### src/rtl/quadram_pkg.sv
`default_nettype none
// ============================================================================
// Module      : quadram_pkg
// Description : Shared widths, payload types and arbiter state encoding for
//               the quadram port arbiter and its pick helper.
// Revision    : 1.0 - initial release
// ============================================================================
package quadram_pkg;

    localparam int ADDR_WIDTH = 11;
    localparam int DATA_WIDTH = 32;
    localparam int WE_WIDTH   = 4;

    typedef logic [ADDR_WIDTH-1:0] quad_addr_t;
    typedef logic [DATA_WIDTH-1:0] quad_data_t;
    typedef logic [WE_WIDTH-1:0]   quad_we_t;

    typedef enum logic [0:0] {
        ARB_RR     = 1'b0,
        ARB_LOCKED = 1'b1
    } arb_state_e;

endpackage
`default_nettype wire

### src/rtl/quadram_arbiter_rr_pick.sv
`default_nettype none
// ============================================================================
// Module      : rr_pick
// Description : Combinational rotating-priority picker. Scans the request
//               vector starting at i_start, wrapping modulo N, and returns
//               the first set bit as a one-hot vector plus its index.
// Ports       : i_req     - request vector
//               i_start   - index with highest priority this cycle
//               o_onehot  - one-hot winner (all zero if no request)
//               o_idx     - winner index (zero if no request)
//               o_valid   - a winner exists
// Revision    : 1.0 - initial release
// ============================================================================
module rr_pick #(
    parameter int N     = 3,
    parameter int IDX_W = $clog2(N)
) (
    input  logic [N-1:0]     i_req,
    input  logic [IDX_W-1:0] i_start,
    output logic [N-1:0]     o_onehot,
    output logic [IDX_W-1:0] o_idx,
    output logic             o_valid
);

    always_comb begin
        int j;
        o_onehot = '0;
        o_idx    = '0;
        o_valid  = 1'b0;
        j        = 0;
        for (int k = 0; k < N; k++) begin
            // Walk the ring from i_start; i_start is always < N so a single
            // subtraction is enough to wrap.
            j = int'(i_start) + k;
            if (j >= N) begin
                j = j - N;
            end
            if (!o_valid && i_req[j]) begin
                o_valid     = 1'b1;
                o_onehot[j] = 1'b1;
                o_idx       = IDX_W'(j);
            end
        end
    end

endmodule
`default_nettype wire

### src/rtl/quadram_arbiter.sv
`default_nettype none
// ============================================================================
// Module      : quadram_arbiter
// Description : Shares one quadram port (1-cycle registered read) among N
//               requesters. Round-robin on every cycle, optional locked
//               bursts bounded by a MAX_LOCK watchdog, one-hot read-return
//               valid and a wrapping accepted-access counter.
// Ports       : clk, rst            - clock, synchronous active-high reset
//               req, lock           - per-requester request / keep-ownership
//               req_a, req_we,
//               req_di              - packed per-requester payload slices
//               gnt                 - one-hot access accepted this cycle
//               rvalid, rdata       - one-hot read return owner and data
//               en, we, a, di       - RAM drive
//               ram_do              - RAM read data (the RAM's do pin)
//               busy                - any request or read returning
//               access_count        - accepted accesses, wrapping
// Revision    : 1.0 - initial release
// ============================================================================
module quadram_arbiter
    import quadram_pkg::*;
#(
    parameter int N        = 3,
    parameter int MAX_LOCK = 16
) (
    input  logic                    clk,
    input  logic                    rst,
    input  logic [N-1:0]            req,
    input  logic [N-1:0]            lock,
    input  logic [N*ADDR_WIDTH-1:0] req_a,
    input  logic [N*WE_WIDTH-1:0]   req_we,
    input  logic [N*DATA_WIDTH-1:0] req_di,
    output logic [N-1:0]            gnt,
    output logic [N-1:0]            rvalid,
    output logic [DATA_WIDTH-1:0]   rdata,
    output logic                    en,
    output logic [WE_WIDTH-1:0]     we,
    output logic [ADDR_WIDTH-1:0]   a,
    output logic [DATA_WIDTH-1:0]   di,
    input  logic [DATA_WIDTH-1:0]   ram_do,
    output logic                    busy,
    output logic [31:0]             access_count
);

    localparam int              c_idx_w    = $clog2(N);
    localparam logic [c_idx_w-1:0] c_last_rst = c_idx_w'(N - 1);
    localparam logic [8:0]      c_max_lock = 9'(MAX_LOCK);
    // A one-grant lock limit means the lock can never extend a burst.
    localparam bit              c_lock_en  = (MAX_LOCK > 1);

    arb_state_e         r_state, w_state_next;
    logic [c_idx_w-1:0] r_owner, w_owner_next;
    logic [c_idx_w-1:0] r_last, w_last_next;
    logic [7:0]         r_lock_cnt, w_lock_cnt_next;
    logic [N-1:0]       r_rvalid;
    logic [31:0]        r_count;
    quad_addr_t         r_a_hold;
    quad_data_t         r_di_hold;

    logic [N-1:0]       w_owner_mask;
    logic [N-1:0]       w_elig;
    logic [c_idx_w-1:0] w_start;
    logic [N-1:0]       w_win_oh;
    logic [c_idx_w-1:0] w_win_idx;
    logic               w_win_valid;
    logic               w_grant;
    logic               w_win_lock;
    quad_addr_t         w_sel_a;
    quad_we_t           w_sel_we;
    quad_data_t         w_sel_di;

    // ------------------------------------------------------------------
    // Eligibility: while locked only the owner may be picked.
    // ------------------------------------------------------------------
    always_comb begin
        w_owner_mask          = '0;
        w_owner_mask[r_owner] = 1'b1;
        w_elig  = (r_state == ARB_LOCKED) ? (req & w_owner_mask) : req;
        w_start = (r_last == c_last_rst) ? '0 : r_last + 1'b1;
    end

    rr_pick #(
        .N     (N),
        .IDX_W (c_idx_w)
    ) u_pick (
        .i_req    (w_elig),
        .i_start  (w_start),
        .o_onehot (w_win_oh),
        .o_idx    (w_win_idx),
        .o_valid  (w_win_valid)
    );

    // ------------------------------------------------------------------
    // Winner payload and RAM drive. Reset suppresses every grant.
    // ------------------------------------------------------------------
    always_comb begin
        w_sel_a    = req_a[int'(w_win_idx)*ADDR_WIDTH +: ADDR_WIDTH];
        w_sel_we   = req_we[int'(w_win_idx)*WE_WIDTH +: WE_WIDTH];
        w_sel_di   = req_di[int'(w_win_idx)*DATA_WIDTH +: DATA_WIDTH];
        w_win_lock = lock[w_win_idx];
        w_grant    = w_win_valid & ~rst;

        gnt = w_grant ? w_win_oh : '0;
        en  = w_grant;
        we  = w_grant ? w_sel_we : '0;
        // Address and data keep their last driven value on idle cycles so
        // the RAM pins do not toggle needlessly.
        a   = w_grant ? w_sel_a  : r_a_hold;
        di  = w_grant ? w_sel_di : r_di_hold;

        rvalid       = rst ? '0 : r_rvalid;
        rdata        = ram_do;
        busy         = ~rst & ((|req) | (|r_rvalid));
        access_count = rst ? 32'd0 : r_count;
    end

    // ------------------------------------------------------------------
    // Arbitration state: next-state logic.
    // ------------------------------------------------------------------
    always_comb begin
        w_state_next    = r_state;
        w_owner_next    = r_owner;
        w_last_next     = r_last;
        w_lock_cnt_next = r_lock_cnt;
        case (r_state)
            ARB_RR: begin
                if (w_win_valid) begin
                    if (w_win_lock && c_lock_en) begin
                        // Entering a burst leaves last alone; it is set to
                        // the owner when the burst ends.
                        w_state_next    = ARB_LOCKED;
                        w_owner_next    = w_win_idx;
                        w_lock_cnt_next = 8'd1;
                    end else begin
                        w_last_next = w_win_idx;
                    end
                end
            end
            ARB_LOCKED: begin
                // Continue only if the owner is granted, still locking, and
                // this grant does not reach the watchdog limit. Any other
                // case (owner idle, lock dropped, limit hit) releases.
                if (w_win_valid && w_win_lock &&
                    (({1'b0, r_lock_cnt} + 9'd1) < c_max_lock)) begin
                    w_lock_cnt_next = r_lock_cnt + 8'd1;
                end else begin
                    w_state_next    = ARB_RR;
                    w_last_next     = r_owner;
                    w_lock_cnt_next = 8'd0;
                end
            end
            default: begin
                w_state_next    = ARB_RR;
                w_lock_cnt_next = 8'd0;
            end
        endcase
    end

    // ------------------------------------------------------------------
    // Registers.
    // ------------------------------------------------------------------
    always_ff @(posedge clk) begin
        if (rst) begin
            r_state    <= ARB_RR;
            r_owner    <= '0;
            r_last     <= c_last_rst;
            r_lock_cnt <= 8'd0;
            r_rvalid   <= '0;
            r_count    <= 32'd0;
            r_a_hold   <= '0;
            r_di_hold  <= '0;
        end else begin
            r_state    <= w_state_next;
            r_owner    <= w_owner_next;
            r_last     <= w_last_next;
            r_lock_cnt <= w_lock_cnt_next;
            // The RAM registers its read on this same edge, so the valid
            // lines up with do on the following cycle.
            r_rvalid   <= (w_grant && (w_sel_we == '0)) ? w_win_oh : '0;
            if (w_grant) begin
                r_count   <= r_count + 32'd1;
                r_a_hold  <= w_sel_a;
                r_di_hold <= w_sel_di;
            end
        end
    end

endmodule
`default_nettype wire

### config.mk
export PLATFORM = sky130hd
export DESIGN_NAME = quadram_arbiter
export DESIGN_NICKNAME = d
export VERILOG_FILES = /design/src/rtl/quadram_pkg.sv /design/src/rtl/quadram_arbiter_rr_pick.sv /design/src/rtl/quadram_arbiter.sv
export SDC_FILE = /design/constraint.sdc
export NUM_CORES = 1
export LEC_CHECK = 0
export CAP_MARGIN = 5
export CORE_MARGIN = 2
export CORE_UTILIZATION = 36
export DETAILED_ROUTE_END_ITERATION = 12
export PLACE_DENSITY = 0.83
export SLEW_MARGIN = 5
export SYNTH_ARGS = -nofsm -noshare
export SYNTH_HDL_FRONTEND = slang
export SYNTH_SLANG_ARGS = --single-unit
### constraint.sdc
create_clock -name clk -period 2.66 [get_ports clk]
set_input_delay 0.665 -clock clk [delete_from_list [all_inputs] [get_ports clk]]
set_output_delay 0.665 -clock clk [all_outputs]
set_load 0.02 [all_outputs]
# Yosys cells after proc, flatten, opt, wreduce, memory -nomap -nowiden
# Index checks and enable logic that the tools add are counted.
word_totals:
  inputBits: 181
  register_bits: 91
  output_inout_bits: 119
op_classes:
  order_cmp: 13
  bitwise_logic: 9
  n_mux: 51
  multipliers: 1
  n_eq_ne: 5
  reduce_logical: 18
  shift: 3
  addsub: 9
op_table:
  columns: ["cell", "count"]
  rows:
  - ["$mux W32", 5]
  - ["$ge A32 B1 Y1 const B", 3]
  - ["$lt A32 B4 Y1 const B", 3]
  - ["$shiftx A96 B8 Y32", 1]
  - ["$ge A32 B3 Y1 const B", 2]
  - ["$sub A32 B3 Y32 const B", 2]
  - ["$shiftx A33 B7 Y11", 1]
  - ["$add A32 B1 Y32 const B", 1]
  - ["$mux W8", 3]
  - ["$mux W3", 6]
  - ["$mux W1", 17]
  - ["$pmux W8 S2", 1]
  - ["$mux W2", 7]
  - ["$shiftx A12 B5 Y4", 1]
  - ["$mux W11", 1]
  - ["$add A8 B1 Y9 const B", 1]
  - ["$logic_and A1 B1 Y1", 9]
  - ["$lt A9 B5 Y1 const B", 1]
  - ["$add A8 B1 Y8 const B", 1]
  - ["$bmux W1 S2", 4]
  - ["$demux W1 S2", 4]
  - ["$ne A2 B2 Y1 const B", 4]
  - ["$lt A2 B3 Y1 const B", 2]
  - ["$mul A2 B4 Y6 const B", 1]
  - ["21 further kinds", 28]

# Logic depth before layout (Yosys ltp)
logic_depth:
  word_depth: 22
  mapped_depth: 8
  depth_no_buf: 7

# By module
# Synthesis repeated with hierarchy kept, for this count alone.
hier_totals:
  hier_cells: 730
  area_unflattened_um2: 5718.0
modules_own_cells:
  columns: ["module", "n_inst", "seq_area_each_um2", "area_per_inst_um2", "cells_each"]
  rows:
  - ["quadram_arbiter", 1, 1821.7, 5336.4, 678]
  - ["rr_pick", 1, 0.0, 381.6, 52]

# Worst setup path before layout
# OpenSTA, ideal clock, no wires.
synth_path:
  path_type: "input -> output"
  startpoint: "in req[2]"
  endpoint: "out we[0]"
  t_required_ns: 1.995
  setup_slack_ns: -0.475
  stages: 7
  n_path_buf: 3
  t_arrival_ns: 2.470
  cell_sequence: "inv_2 -> a221o_1 -> a211o_1 -> buf_6 -> buf_6 -> clkbuf_1 -> a311oi_1"
synth_via:
  elab_chain_len: 14
  word_cells_on_any_way: 24
  cone_classes: "shift (1); mux (17); bitwise (2); reduce/logical (4)"
synth_lines:
  columns: ["element", "line", "text"]
  rows:
  - ["start, declared", "quadram_arbiter.sv:28", "input logic [N-1:0] req,"]
  - ["$and A3 B3 Y3", "quadram_arbiter.sv:78", "w_elig = (r_state == ARB_LOCKED) ? (req & w_owner_mask) : req;"]
  - ["$mux W3 *", "quadram_arbiter.sv:78", null]
  - ["$bmux W1 S2", "quadram_arbiter_rr_pick.sv:38", "if (!o_valid && i_req[j]) begin"]
  - ["$mux W1 (not written as such) (2 in series)", "quadram_arbiter_rr_pick.sv:38", null]
  - ["$mux W1", "quadram_arbiter_rr_pick.sv:38", null]
  - ["$logic_not A1 Y1", "quadram_arbiter_rr_pick.sv:38", null]
  - ["$logic_and A1 B1 Y1", "quadram_arbiter_rr_pick.sv:38", null]
  - ["$mux W1", "quadram_arbiter_rr_pick.sv:38", null]
  - ["$logic_not A1 Y1", "quadram_arbiter_rr_pick.sv:38", null]
  - ["$logic_and A1 B1 Y1", "quadram_arbiter_rr_pick.sv:38", null]
  - ["$mux W2 / $mux W1 (equally long branches)", "quadram_arbiter_rr_pick.sv:38", null]
  - ["$shiftx A12 B5 Y4 / $and A1 B1 Y1 (equally long branches)", "quadram_arbiter.sv:98, quadram_arbiter.sv:101", null]
  - ["$mux W4 *", "quadram_arbiter.sv:105", "we = w_grant ? w_sel_we : '0;"]
  - ["end, declared", "quadram_arbiter.sv:37", "output logic [WE_WIDTH-1:0] we,"]
# Mark *: on every way between the ends. The rest lies on a longest branch, timed or not. The select of a mux whose other input is x is not followed.

# Worst setup path after layout
layout_path:
  startpoint: "reg r_owner[1]"
  endpoint: "out di[26]"
layout_via:
  elab_chain_len: 18
  word_cells_on_any_way: 29
  cone_classes: "order compare (2); shift (1); mux (19); bitwise (2); reduce/logical (5)"
layout_lines:
  columns: ["element", "line", "text"]
  rows:
  - ["start, declared", "quadram_arbiter.sv:52", "logic [c_idx_w-1:0] r_owner, w_owner_next;"]
  - ["start signal, assigned", "quadram_arbiter.sv:174", "r_owner <= w_owner_next;"]
  - ["$lt A2 B3 Y1 (not written as such) / $ge A2 B1 Y1 (equally long branches)", "quadram_arbiter.sv:77", "w_owner_mask[r_owner] = 1'b1;"]
  - ["$logic_and A1 B1 Y1 (not written as such)", "quadram_arbiter.sv:77", null]
  - ["$mux W1 (not written as such)", "quadram_arbiter.sv:77", null]
  - ["$demux W1 S2 *", "quadram_arbiter.sv:77", null]
  - ["$and A3 B3 Y3 *", "quadram_arbiter.sv:78", null]
  - ["$mux W3 *", "quadram_arbiter.sv:78", null]
  - ["$bmux W1 S2", "quadram_arbiter_rr_pick.sv:38", null]
  - ["$mux W1 (not written as such) (2 in series)", "quadram_arbiter_rr_pick.sv:38", null]
  - ["$mux W1", "quadram_arbiter_rr_pick.sv:38", null]
  - ["$logic_not A1 Y1", "quadram_arbiter_rr_pick.sv:38", null]
  - ["$logic_and A1 B1 Y1", "quadram_arbiter_rr_pick.sv:38", null]
  - ["$mux W1", "quadram_arbiter_rr_pick.sv:38", null]
  - ["$logic_not A1 Y1", "quadram_arbiter_rr_pick.sv:38", null]
  - ["$logic_and A1 B1 Y1", "quadram_arbiter_rr_pick.sv:38", null]
  - ["$mux W2 / $mux W1 (equally long branches)", "quadram_arbiter_rr_pick.sv:38", null]
  - ["$shiftx A96 B8 Y32 / $and A1 B1 Y1 (equally long branches)", "quadram_arbiter.sv:99, quadram_arbiter.sv:101", null]
  - ["$mux W32 *", null, null]
  - ["end, declared", "quadram_arbiter.sv:39", "output logic [DATA_WIDTH-1:0] di,"]
# Marks and branches as above.

==> results.py <==
metrics = {
    "power": {
        "power_switching_share": 0.3417,
        "p_per_area_nw_per_um2": 525.6,
        "power.internal_mw": 3.811,
        "vdd_drop_max_mv": 0.3110,
        "p_leak_nw": 4.901,
        "power.share.clock": 0.232,
        "comb_power_share": 0.490,
        "p_total_mw": 5.790,
        "seqPwrFrac": 0.278,
        "switchingPower_mw": 1.978,
    },
    "setup_path": {
        "r2r_end": "r_count[25]",
        "cpMaxStageDelayCell": "dfxtp_4",
        "worstPathMaxFanout": 7,
        "path_delay_family": "buffers and inverters",
        "startpoint": "r_owner[1]",
        "reg2regPathDepth": 11,
        "cp.required_ns": 2.00,
        "setup.worst_path.end": "di[26]",
        "worst_path_largest_cell_delay_ns": 0.36,
        "cp.depth": 10,
        "crit_top_cell": "buf_12",
        "criticalPathCategory": "flop to output port",
        "path_cells": "nand2b_4 > a21boi_2 > buf_6 > nand3_4 > buf_12 > buf_12 > mux2_2 > mux2i_1 > o21ai_1 > buf_4",
        "worst-path-buf-inv": 4,
        "cp-start-kind": "flop",
        "rrSetupSlack_ns": 0.02,
        "crit_arrival_ns": 2.39,
        "end_kind": "output port",
        "r2r-start": "r_owner[1]",
    },
    "die": {
        "dieArea_sq_um": 16920,
        "coreArea_sq_um": 15710,
        "die_h_microns": 130.1,
        "ios": 300,
        "die_width_microns": 130.1,
        "initial_core_util": 0.3642,
        "rows": 46,
    },
    "yosys": {
        "yosysTopAreaCell": "dfxtp_1",
        "synthTopCellsByCount": "nand2_1, dfxtp_1, o21ai_0, mux2_2, nor2_1",
        "seq_area_frac_synth": 0.3183,
        "syn_nets": 885,
        "synth_area_leaders": "dfxtp_1, mux2_2, mux2i_1, nand2_1, o22ai_1",
        "synth_top_cell_area_share": 0.3183,
        "syn_avg_cell_area_sq_um": 8.152,
        "yosysWarnings": 0,
        "synth.distinct_cells": 57,
        "ys_seq_elements": 91,
        "syn_inst": 702,
        "synth_edf_count": 0,
        "ys.flop_type": "dfxtp_1",
        "syn-cell-area_sq_um": 5723,
        "yosysMostFrequentCell": "nand2_1",
        "async_flop_share": 0,
    },
    "timing": {
        "report.final.setup_viol": 50,
        "finClkSkew_ns": 0.009736,
        "slew_headroom": 0.7223,
        "period_share": 1.150,
        "hold_violations": 0,
        "worst_slack_ns": -0.3998,
        "tns_ns": -16.70,
        "maxSlewViolCount": 0,
        "fin_crit_ns": 3.060,
        "holdWs_ns": 0.4696,
        "worst_pin_slew_ns": 0.4049,
        "fmaxAchievable_mhz": 326.8,
        "rsz0062_at_grt": "yes",
    },
    "grt": {
        "gr-total-overflow": 0,
        "antenna_found_initial": 1,
        "grtUsageTotal": 0.2235,
        "grt_pass1_vias": 6070,
        "grt_first_pass_wirelength_mm": 29.90,
        "grt_max_degree": 70,
    },
    "job": {
        "maxCapViolations": 0,
    },
    "layout": {
        "fin_cells": 1245,
        "diodes": 0,
        "drive_above_1_share": 0.4072,
        "final_nets": 1207,
        "area_delta_synth_final_pct": 92.48,
    },
    "cts": {
        "cts_root_buffer": "clkbuf_16",
        "cts_hold_buf": 0,
        "cts_buffer_depth": 2,
        "cts_tree": "yes",
        "cts_buffers": 9,
        "htreeDepth": 3,
        "clock-sinks": 91,
        "clk_pin_slew_ns": 0.06,
        "clk_latency_ns": 0.35,
    },
    "status": {
        "violations": "negative setup slack",
        "status": "complete, but fails checks",
    },
    "drt": {
        "via_count": 6583,
        "drcViolationCount": 0,
        "wl_per_cell_microns": 18.27,
        "wirelength_mm": 22.75,
        "firstDrtPassIters": 4,
        "ant_nets": 0,
        "vias_per_cell": 5.288,
        "first_iter_violations": 273,
    },
    "place": {
        "dp_hpwl_mm": 13.70,
        "portBuffers": 235,
        "place_inst": 1182,
        "gp_congestion": 0.8472,
    },
    "worst_hold_path": {
        "hold_path.class": "flop to flop",
    },
}
==> metal layers <==
layer / GRT usage / wire [microns] / vias to the layer above
met1: 0.2670 / 8905 / 3161
li1: - / - / 3098
met4: 0.08286 / 684 / 2
met5: 0 / 11 / -
met3: 0.05043 / 1248 / 53
met2: 0.3924 / 11900 / 269
==> worst reg2reg max path, cell delays in order (launching register included) <==
cell	delay, ns
dfxtp_4	0.36
buf_6	0.12
nand2b_4	0.13
a221o_1	0.35
buf_6	0.14
a211o_4	0.42
buf_6	0.15
buf_12	0.13
nor4_4	0.13
buf_4	0.20
nand3_2	0.09
mux2_4	0.31
==> flip-flops by register name (all words and copies together), names as in the netlist <==
register,count
r_rvalid,3
r_owner,2
r_last,2
r_count,32
r_di_hold,32
r_lock_cnt,8
r_a_hold,11
r_state,1
==> cells in the final DEF (no fill, tap or decap), types with 4 or more instances in the layout <==
cell	instances
nor2b_1	36
buf_16	4
and3_1	5
nand2_4	22
and2_1	8
clkdlybuf4s50_1	146
xor2_1	6
o21ai_1	9
inv_1	9
xnor2_1	15
nand2_2	8
mux2i_2	17
buf_4	112
dfxtp_1	88
mux2_2	46
o22ai_1	43
o21ai_2	16
nand3_2	4
dlygate4sd2_1	9
buf_6	55
nor2_1	44
nor4_2	6
nand3_1	12
nor3_1	10
mux2_4	5
nand4_1	10
clkbuf_16	19
mux2i_4	18
mux2i_1	10
o21ai_4	21
nor4_1	4
dlymetal6s2s_1	25
mux2_1	5
buf_2	6
o21ai_0	6
nand2_1	79
buf_12	19
==> worst min path at each step <==
stage	from	to	slack, ns	cells past startpoint
after floorplan	r_lock_cnt[7]	r_lock_cnt[7]	0.43	1
after global placement	r_lock_cnt[5]	r_lock_cnt[5]	0.44	1
after detailed placement	r_lock_cnt[6]	r_lock_cnt[6]	0.45	1
after CTS	r_lock_cnt[7]	r_lock_cnt[7]	0.47	1
after global routing	r_lock_cnt[6]	r_lock_cnt[6]	0.50	1
final	r_lock_cnt[7]	r_lock_cnt[7]	0.47	1
==> power groups by stage <==
stage	logic, mW	clock network (mW)	registers [mW]
CTS	2.31	1.35	1.57
finish	2.84	1.34	1.61
floorplan	1.15	0	1.58
global route	2.98	1.40	1.62
global placement	2.09	0	1.59
detailed placement	2.13	0	1.60
==> stage by stage <==
step,worst slack (ns),utilization,area [sq um]
after floorplan,-0.1720,-,6007
after global placement,-1.154,0.5801,9115
after detailed placement,-1.184,0.5801,9115
after CTS,-0.3901,0.6242,9808
after global routing,-0.5252,0.7011,11020
final,-0.3998,0.7011,11020
==> what timing repair did <==
action | 4_1_cts | 5_1_grt
cloned | 7 | 12
setup buffers | 11 | 21
pin swaps | 7 | 36
endpoints found under the setup margin | 75 | 64
hold endpoints to repair | 0 | 0
gates resized for setup | 321 | 204
==> final cells by class <==
class	instances	area [sq um]
Timing Repair Buffer	389	4133
Clock buffer	10	239.0
Sequential cell	91	1833
Fill cell	1057	4697
Tap cell	216	270.3
Clock inverter	6	68.82
Inverter	12	48.80
Multi-Input combinational cell	521	4423
==> cell families after synthesis <==
group,count (synthesis),share of synthesized area
adders and majority gates,2,0.004372
xor gates and xnor gates,21,0.03214
buffers and inverters,91,0.08526
AOI/OAI and AO/OA,129,0.1412
DFF,91,0.3183
and+or+nand+nor,267,0.2298
muxes,101,0.1889
(Power assumes the default switching activity.)
